[config.mk]
export PLATFORM = sky130hd
export DESIGN_NAME = dmem_port_arbiter
export DESIGN_NICKNAME = d
export VERILOG_FILES = /design/src/rtl/dmem_pkg.sv /design/src/rtl/dmem_rsp_tracker.sv /design/src/rtl/dmem_port_arbiter.sv
export SDC_FILE = /design/constraint.sdc
export NUM_CORES = 1
export LEC_CHECK = 0
export CAP_MARGIN = 20
export CORE_MARGIN = 1
export CORE_UTILIZATION = 30
export DETAILED_ROUTE_END_ITERATION = 6
export MAX_ROUTING_LAYER = met4
export PLACE_DENSITY = 0.77
export SYNTH_ARGS = -nofsm -noshare
export SYNTH_HDL_FRONTEND = slang
export SYNTH_SLANG_ARGS = --single-unit
[constraint.sdc]
create_clock -name clk -period 1.8 [get_ports clk]
set_input_delay 0.27 -clock clk [delete_from_list [all_inputs] [get_ports clk]]
set_output_delay 0.27 -clock clk [all_outputs]
set_load 0.02 [all_outputs]
[src/rtl/dmem_pkg.sv]
// Shared types for the data-memory port arbiter: requester identity, request bundle
// and the response-tracker tag.
package dmem_pkg;

    localparam int RD_LAT_MAX  = 3;
    localparam int DMEM_ADDR_W = 10;
    localparam int WORD_W      = 32;

    typedef enum logic {
        OWN_CORE = 1'b0,
        OWN_HOST = 1'b1
    } owner_e;

    // The address field carries the package width; the top casts to/from its ADDR_W.
    typedef struct packed {
        logic [3:0]             we;
        logic [DMEM_ADDR_W-1:0] addr;
        logic [WORD_W-1:0]      wdata;
    } mem_req_t;

    typedef struct packed {
        logic   valid;
        owner_e owner;
    } rsp_tag_t;

endpackage

[src/rtl/dmem_rsp_tracker.sv]
// Delay line of {valid, owner} tags matching the BRAM read latency; the head tag says
// which requester owns the read data arriving this cycle.
module dmem_rsp_tracker
    import dmem_pkg::*;
#(
    parameter int DEPTH = 1
) (
    input  logic   clk,
    input  logic   reset_n,
    input  logic   push_valid,
    input  owner_e push_owner,
    output logic   head_valid,
    output owner_e head_owner
);

    rsp_tag_t stage_reg  [DEPTH];
    rsp_tag_t stage_next [DEPTH];

    generate
        for (genvar gi = 0; gi < DEPTH; gi++) begin : g_stage
            if (gi == 0) begin : g_head_in
                assign stage_next[gi] = '{valid: push_valid, owner: push_owner};
            end else begin : g_shift
                assign stage_next[gi] = stage_reg[gi-1];
            end
        end
    endgenerate

    always_ff @(posedge clk or negedge reset_n) begin
        if (!reset_n) begin
            for (int i = 0; i < DEPTH; i++) begin
                stage_reg[i] <= '{valid: 1'b0, owner: OWN_CORE};
            end
        end else begin
            for (int i = 0; i < DEPTH; i++) begin
                stage_reg[i] <= stage_next[i];
            end
        end
    end

    assign head_valid = stage_reg[DEPTH-1].valid;
    assign head_owner = stage_reg[DEPTH-1].owner;

endmodule

[src/rtl/dmem_port_arbiter.sv]
// Arbitrates the single data BRAM port between the core load/store path and the host
// loader, and steers read data back to whichever requester issued the read.
module dmem_port_arbiter
    import dmem_pkg::*;
#(
    parameter int ADDR_W       = DMEM_ADDR_W,
    parameter int RD_LATENCY   = 1,
    parameter int HOST_MAX_RUN = 4
) (
    input  logic              clk,
    input  logic              reset_n,
    input  logic              i_c_req,
    input  logic [3:0]        i_c_we,
    input  logic [ADDR_W-1:0] i_c_addr,
    input  logic [31:0]       i_c_wdata,
    output logic              o_c_gnt,
    output logic              o_c_rvalid,
    output logic [31:0]       o_c_rdata,
    input  logic              i_h_req,
    input  logic [3:0]        i_h_we,
    input  logic [ADDR_W-1:0] i_h_addr,
    input  logic [31:0]       i_h_wdata,
    output logic              o_h_gnt,
    output logic              o_h_rvalid,
    output logic [31:0]       o_h_rdata,
    output logic              o_mem_en,
    output logic [3:0]        o_mem_we,
    output logic [ADDR_W-1:0] o_mem_addr,
    output logic [31:0]       o_mem_wdata,
    input  logic [31:0]       i_mem_rdata
);

    localparam logic [3:0] RUN_LIMIT = 4'(HOST_MAX_RUN);

    owner_e     last_gnt_reg;
    logic [3:0] host_run_reg;
    mem_req_t   last_req_reg;

    mem_req_t c_req_s;
    mem_req_t h_req_s;
    mem_req_t sel_req;
    logic     c_gnt;
    logic     h_gnt;
    logic     host_wins_conflict;
    logic     rsp_valid;
    owner_e   rsp_owner;

    assign c_req_s = '{we: i_c_we, addr: DMEM_ADDR_W'(i_c_addr), wdata: i_c_wdata};
    assign h_req_s = '{we: i_h_we, addr: DMEM_ADDR_W'(i_h_addr), wdata: i_h_wdata};

    // Host keeps a conflict while it is mid-run (or core had the last turn), until the cap.
    assign host_wins_conflict = (host_run_reg != RUN_LIMIT) &&
                                ((last_gnt_reg == OWN_CORE) || (host_run_reg != 4'd0));

    always_comb begin
        c_gnt = 1'b0;
        h_gnt = 1'b0;
        if (reset_n) begin
            if (i_c_req && i_h_req) begin
                if (host_wins_conflict) begin
                    h_gnt = 1'b1;
                end else begin
                    c_gnt = 1'b1;
                end
            end else begin
                c_gnt = i_c_req;
                h_gnt = i_h_req;
            end
        end
    end

    always_comb begin
        sel_req    = last_req_reg;
        sel_req.we = 4'b0000;
        if (c_gnt) begin
            sel_req = c_req_s;
        end else if (h_gnt) begin
            sel_req = h_req_s;
        end
    end

    always_ff @(posedge clk or negedge reset_n) begin
        if (!reset_n) begin
            last_gnt_reg <= OWN_HOST;
            host_run_reg <= 4'd0;
            last_req_reg <= '0;
        end else begin
            if (c_gnt) begin
                last_gnt_reg <= OWN_CORE;
            end else if (h_gnt) begin
                last_gnt_reg <= OWN_HOST;
            end

            if (c_gnt || !i_c_req) begin
                host_run_reg <= 4'd0;
            end else if (h_gnt) begin
                host_run_reg <= host_run_reg + 4'd1;
            end

            if (c_gnt || h_gnt) begin
                last_req_reg <= sel_req;
            end
        end
    end

    dmem_rsp_tracker #(
        .DEPTH (RD_LATENCY)
    ) u_rsp_tracker (
        .clk        (clk),
        .reset_n    (reset_n),
        .push_valid ((c_gnt || h_gnt) && (sel_req.we == 4'b0000)),
        .push_owner (h_gnt ? OWN_HOST : OWN_CORE),
        .head_valid (rsp_valid),
        .head_owner (rsp_owner)
    );

    assign o_c_gnt     = c_gnt;
    assign o_h_gnt     = h_gnt;
    assign o_mem_en    = c_gnt || h_gnt;
    assign o_mem_we    = sel_req.we;
    assign o_mem_addr  = ADDR_W'(sel_req.addr);
    assign o_mem_wdata = sel_req.wdata;

    assign o_c_rvalid = rsp_valid && (rsp_owner == OWN_CORE);
    assign o_h_rvalid = rsp_valid && (rsp_owner == OWN_HOST);
    assign o_c_rdata  = o_c_rvalid ? i_mem_rdata : 32'h0;
    assign o_h_rdata  = o_h_rvalid ? i_mem_rdata : 32'h0;

endmodule

==> results of run 1 <==
## where the power goes
part | internal (uW) | switching (uW) | total [uW] | leakage [uW]
Combinational | 1070 | 1090 | 2160 | 0.00278
Sequential | 1270 | 51.2 | 1320 | 0.000611
Clock | 405 | 374 | 779 | 0.0000540
## metal layers
layer	routed length [um]	part of all wire (%)	vias up
met5	0	0	-
met4	376	2.7	0
met3	935	6.8	24
met2	7389	54	185
met1	5005	37	1963
li1	-	-	1923
## cell type report
type / instances / area [um2] / share of cell area [%]
clock buffer: 5 / 68.82 / 1.007
clock inverter: 2 / 35.03 / 0.5125
inverter: 8 / 30.03 / 0.4393
multi-input combinational: 282 / 2133 / 31.21
sequential: 49 / 1227 / 17.96
tap: 133 / 166.4 / 2.435
timing repair buffer: 335 / 3174 / 46.44
## worst paths after layout
| path | from | endpoint | slack (ps) |
|---|---|---|---|
| max in group asynchronous | reset_n | last_req_reg[8] | 970 |
| min in group clk | i_c_req | host_run_reg[3] | 440 |
| max reg2reg | host_run_reg[0] | u_rsp_tracker.head_valid | -40 |
| min reg2reg | last_req_reg[3] | last_req_reg[3] | 470 |
| min | reset_n | u_rsp_tracker.head_owner | 360 |
| max | host_run_reg[0] | o_mem_wdata[8] | -470 |
## placed cells by master, fill, tap and decap left out, types with 5 or more instances in the layout
cell type          n
buf_4             75
clkdlybuf4s15_2    9
and2_1            35
dlygate4sd2_1     34
clkbuf_2          24
and3_1            32
nand2_1          121
nand2_2           12
buf_2             10
a32oi_4           11
inv_1              6
dfrtp_1           48
a32oi_2           30
buf_6             40
clkbuf_8           5
clkdlybuf4s50_1  124
buf_12             9
## worst max-delay path, cell delays in order (launching register included)
cell and delay [ps]:
dfrtp_1 370, inv_2 60, ha_4 150, and2b_2 220, a31oi_4 240, buf_12 160
buf_6 170, a32oi_2 80, nand2_1 80, buf_2 160
## stage by stage
| stage | std cells | setup TNS [ps] |
|---|---|---|
| after floorplan | 370 | 0 |
| after global placement | 777 | -33050 |
| after detailed placement | 777 | -34910 |
| after CTS | 809 | -20120 |
| after global routing | 814 | -23780 |
| final | 814 | -19550 |
## repair_timing
item	4_1_cts	5_1_grt
gates cloned	2	3
gates resized for setup	343	133
pin swaps	14	10
hold buffers	1	2
setup endpoints to repair	115	91
endpoints found under the hold margin	6	3
setup buffers	23	4
## cell families after synthesis
group / after synthesis
compound gates: 61
fa+ha+maj: 2
buf+inv: 39
flops: 49
mux: 1
simple gates: 218
==> metrics.csv, run 1 <==
metric,value,unit
hpwlAfterDp,9.539,mm
yosysWarnings,0,
cp.required,1530,ps
overflow,0,
synth.avg_cell_area,8.349,um2
syn_area,0.003089,mm2
io_buffer_count,242,
final_area,0.006835,mm2
core_area,0.009864,mm2
crit_path_end_kind,primary output,
placed_cell_area,0.006117,mm2
tightest_slew,506.9,ps
final_util,69.29,%
die_w,103.5,um
grt_start_max_net_pins,40,
ys_ff_latch,49,
cts_sinks,49,
clockRootBuffer,clkbuf_8,
grtUsageTotal,23.82,%
vias,4095,
grt_pass1_wl,19.00,mm
crit_path_start_kind,register,
use_met3,3.159,%
vias_per_cell,5.031,
use_met1,24.97,%
insertion_delay,300,ps
cts_buffers,5,
synth-adder-area-share,0.8100,%
clock_path_buffers,2,
power.leakage,0.003443,uW
async_reset_ff_share,100.0,%
cap_violations,0,
synthSimpleGateAreaFrac,33.17,%
cts_tree,done,
skew,3.784,ps
dr.pass1.iters,4,
antenna_found_initial,0,
relSlewSlack,66.21,%
n_antenna_cell,0,
clk_pin_slew_worst_paths,90,ps
holdWs,363.6,ps
drive_gt1_share,36.56,%
cts_htree_levels,2,
synth_mux_area_share,0.3240,%
crit_arrival,2000,ps
power_density,622.5,mW/mm2
synth.net_count,500,
yosysTopAreaCell,dfrtp_1,
hold_viol_final,0,
synth_compound_area_share,19.20,%
r2r_cells,10,
ys.flop_type,dfrtp_1,
synth_top_family_by_area,simple AND/OR/NAND/NOR gates,
gp_congestion,0.9079,
drv_slew,0,
min_period,2269,ps
area_delta_synth_final,121.3,%
die_area,0.01071,mm2
fin_crit_sh,126.1,%
max_freq,0.4407,GHz
wl_per_cell,16.84,um
die_h,103.5,um
layout.nets,811,
final_antenna_net_count,0,
synth_cell_types,37,
netlist.area_leader.share,38.88,%
wl,13.71,mm
drt_iter0_markers,131,
ir_drop,428.8,uV
synth_cells,370,
fillers,746,
synth_edf_count,0,
cp_max_fo,6,
worstSetupPathType,reg -> out,
drcViolationCount,0,
hp-class,in -> async,
grt_pass1_vias,3968,
violations,setup timing,
power.total,4255,uW
fp-row-count,36,
synthXorXnorAreaFrac,0,%
yosysSeqAreaShare,39.73,%
grt_setup_unrepaired,yes,
status,"finished, violations left",
synth_common_cells,"nand2_1, dfrtp_1, and2_1",
setup_slack,-469.1,ps
met2_usage,45.34,%
top_usage_layer,met2,
largest_register_ffs,42,
synth_most_common_cell,nand2_1,
dpl_worst_slack,-779.1,ps
finalSetupViolCount,50,
synth_area_leaders,"dfrtp_1, nand2_1, a32oi_1, and2_1, and3_1",
start_util,31.32,%
io_pins,243,
Note: power is estimated with default switching activity, not from simulation.
==> run 2, diff against run 1 <==
--- a/config.mk
+++ b/config.mk
@@ -5,6 +5,7 @@
 export SDC_FILE = /design/constraint.sdc
 export NUM_CORES = 1
 export LEC_CHECK = 0
+export ABC_CLOCK_PERIOD_IN_PS = 1800
 export CAP_MARGIN = 20
 export CORE_MARGIN = 1
 export CORE_UTILIZATION = 30
==> results of run 2 <==
No change in the layout: final DEF, timing and power equal those of run 1.
==> run 3, diff against run 2 <==
--- a/config.mk
+++ b/config.mk
@@ -5,13 +5,14 @@
 export SDC_FILE = /design/constraint.sdc
 export NUM_CORES = 1
 export LEC_CHECK = 0
+export ABC_AREA = 1
 export ABC_CLOCK_PERIOD_IN_PS = 1800
 export CAP_MARGIN = 20
 export CORE_MARGIN = 1
-export CORE_UTILIZATION = 30
+export CORE_UTILIZATION = 31
 export DETAILED_ROUTE_END_ITERATION = 6
 export MAX_ROUTING_LAYER = met4
-export PLACE_DENSITY = 0.77
+export PLACE_DENSITY = 0.78
 export SYNTH_ARGS = -nofsm -noshare
 export SYNTH_HDL_FRONTEND = slang
 export SYNTH_SLANG_ARGS = --single-unit
==> metrics.csv, run 3 <==
metric,value,unit,change
status,"finished, violations left",,
violations,setup timing,,
syn_area,0.003208,mm2,+3.8%
crit_family,buffers and inverters,,
hpwlAfterDp,10.85,mm,+14%
yosysWarnings,0,,unchanged
setup_slack,-470.9,ps,-1.858 ps
wl_per_cell,18.79,um,+12%
vias,4570,,+12%
gp_congestion,0.9548,,+5.2%
io_pins,243,,unchanged
die_w,103.7,um,+0.25%
dr_wl_met2,8.962,mm,+21%
yosysTopAreaCell,dfrtp_1,,
power.share.clock,16.2,%,-2.1 points
setup_tns,-20290,ps,-733.1 ps
grt_setup_unrepaired,yes,,
layout_commonest_cell,clkdlybuf4s50_1,,
synth_cell_types,24,,-35%
cp_max_fo,6,,unchanged
yosysSeqAreaShare,38.26,%,-1.5 points
min_period,2271,ps,+1.858 ps
async_reset_ff_share,100.0,%,unchanged
synthXorXnorAreaFrac,0,%,unchanged
largest_register_ffs,42,,unchanged
power.leakage,0.004187,uW,+22%
grt_pass1_vias,4505,,+14%
drive_gt1_share,43.06,%,+6.5 points
cts_tree,done,,
clock_path_buffers,2,,unchanged
route.top_layer_used,met4,,
dr.pass1.iters,5,,+1
finalSetupViolCount,50,,unchanged
drv_slew,0,,unchanged
insertion_delay,310,ps,about the same
io_buffer_count,242,,unchanged
fin_crit_sh,126.2,%,about the same
holdWs,150.9,ps,-212.7 ps
vias_per_cell,5.016,,-0.28%
crit_path_end_kind,primary output,,
clk_pin_slew_worst_paths,100,ps,about the same
ys.flop_type,dfrtp_1,,
combPwrFrac,52.7,%,+2.0 points
final_util,73.03,%,+3.7 points
antenna_found_initial,0,,unchanged
cp.required,1530,ps,about the same
grtUsageTotal,28.72,%,+4.9 points
start_util,32.37,%,+1.1 points
n_antenna_cell,0,,unchanged
die_h,103.7,um,+0.25%
synth_area_leaders,"dfrtp_1, nand3_1, nand2_1, nand2_4, nor2_1",,
max_stage_delay,410,ps,+40 ps
final_antenna_net_count,0,,unchanged
ir_drop,454.5,uV,+6.0%
crit_path_start_kind,register,,
synth.avg_cell_area,7.341,um2,-12%
synth_edf_count,0,,unchanged
pwr-share-seq,31.0,%,about the same
die_area,0.01076,mm2,+0.49%
max_freq,0.4403,GHz,about the same
cts_sinks,49,,unchanged
final_cell_mix,"clkdlybuf4s50_1, buf_4, nand2_1",,
power_density,582.7,mW/mm2,-6.4%
synthSimpleGateAreaFrac,49.80,%,+17 points
power.total,4217,uW,-0.89%
synth_common_cells,"nand2_1, nand3_1, nor2_1",,
synth_top_family_by_area,simple AND/OR/NAND/NOR gates,,
tightest_slew,644.9,ps,+138.1 ps
synth-adder-area-share,0.7800,%,-0.030 points
holdBufCountCts,0,,-1
worstSetupPathType,reg -> out,,
relSlewSlack,57.01,%,-9.2 points
clockRootBuffer,clkbuf_8,,
synth_most_common_cell,nand2_1,,
crit_chain,"inv_2, ha_4, inv_2, nor2_4, nand2_1, nand2_2, nand2_4, clkinv_8, buf_12, buf_16, nand2_2, nand3_2, buf_6",,
crit_arrival,2000,ps,about the same
hold_viol_final,0,,unchanged
synth.net_count,567,,+13%
met1_length,6.173,mm,+23%
cts_buffers,5,,unchanged
area_delta_synth_final,125.6,%,
drt_iter0_markers,301,,+130%
cap_violations,0,,unchanged
hp-class,in -> async,,
wl_met3,1.089,mm,+16%
slowest_stage,dfrtp_1,,
p_switching,1585,uW,+4.6%
grt_start_max_net_pins,50,,+25%
wl,17.12,mm,+25%
switching_share,37.59,%,+2.0 points
grt_pass1_wl,23.38,mm,+23%
synth_mux_area_share,0,%,-0.32 points
drcViolationCount,0,,unchanged
core_area,0.009910,mm2,+0.46%
timing.critical_path.buf_inv,6,,+2
skew,13.26,ps,+9.476 ps
synth_cells,437,,+18%
ys_ff_latch,49,,unchanged
synth_compound_area_share,0.4680,%,-19 points
overflow,0,,unchanged
fp-row-count,36,,unchanged
cts_htree_levels,2,,unchanged
netlist.area_leader.share,37.44,%,-1.4 points
internal_power,2632,uW,-3.9%
layout.nets,907,,+12%
==> run 3: changes by cell type in the layout (fill, tap and decap cells not counted), moves of 13 or more <==
cell	change
nand3_1	+42
and3_1	-32
a32oi_2	-30
inv_1	+33
nor2_1	+67
nand2_1	-44
nand3_2	+52
nand2_4	+51
buf_6	+13
and2_1	-35
==> run 3: final cells by class <==
| type | instances | area, um2 |
|---|---|---|
| fill | 731 | 2673 |
| clock buffer | 6 | 72.57 |
| sequential | 49 | 1227 |
| inverter | 47 | 207.7 |
| tap | 133 | 166.4 |
| multi-input combinational | 322 | 2132 |
| clock inverter | 2 | 13.76 |
| timing repair buffer | 352 | 3417 |
==> run 3: layer usage <==
layer | track usage (%) | vias to the layer above
met2 | 51.87 | 278
met5 | - | -
li1 | - | 2047
met3 | 4.720 | 72
met4 | 13.37 | 0
met1 | 30.65 | 2173
==> run 3: worst paths after layout <==
check | start | slack (ps) | cells after the start | to
worst min-delay path | reset_n | 150 | 2 | last_req_reg[12]
max in group asynchronous | reset_n | 1210 | 2 | u_rsp_tracker.head_owner
min in group clk | i_c_req | 490 | 3 | host_run_reg[3]
worst max register to register | host_run_reg[1] | -60 | 14 | last_req_reg[11]
worst max-delay path | host_run_reg[1] | -470 | 13 | o_mem_wdata[3]
worst min register to register | last_req_reg[40] | 520 | 2 | last_req_reg[40]
==> run 3: kinds of logic (layout without fill, tap and decap cells) <==
| group | Yosys count | in the layout |
|---|---|---|
| flip-flops | 49 | 49 |
| buffers and inverters | 66 | 407 |
| AO/OA/AOI/OAI | 3 | 3 |
| adder cells (fa/ha/maj) | 2 | 2 |
| AND/OR/NAND/NOR | 317 | 317 |
==> run 3: repair_timing <==
item	4_1_cts	5_1_grt
buffers inserted	10	20
pin swaps	13	13
endpoints found under the setup margin	114	83
resized for setup	441	123
gates cloned	6	3
==> run 3: metrics by stage <==
step / instances / setup WS [ps] / instance area (um2)
3_5_place_dp: 866 / -668.0 / 6269
6_report: 911 / -470.9 / 7237
2_1_floorplan: 437 / 53.87 / 3208
3_3_place_gp: 866 / -625.8 / 6269
5_1_grt: 911 / -535.2 / 7237
4_1_cts: 890 / -388.1 / 6857
==> run 3: power groups by stage <==
stage | registers, uW | clock network [uW] | logic [uW]
after floorplan | 1310 | 0 | 819
after global placement | 1320 | 0 | 1790
after CTS | 1300 | 684 | 2000
after global routing | 1320 | 733 | 2330
final | 1310 | 684 | 2220
after detailed placement | 1320 | 0 | 1820
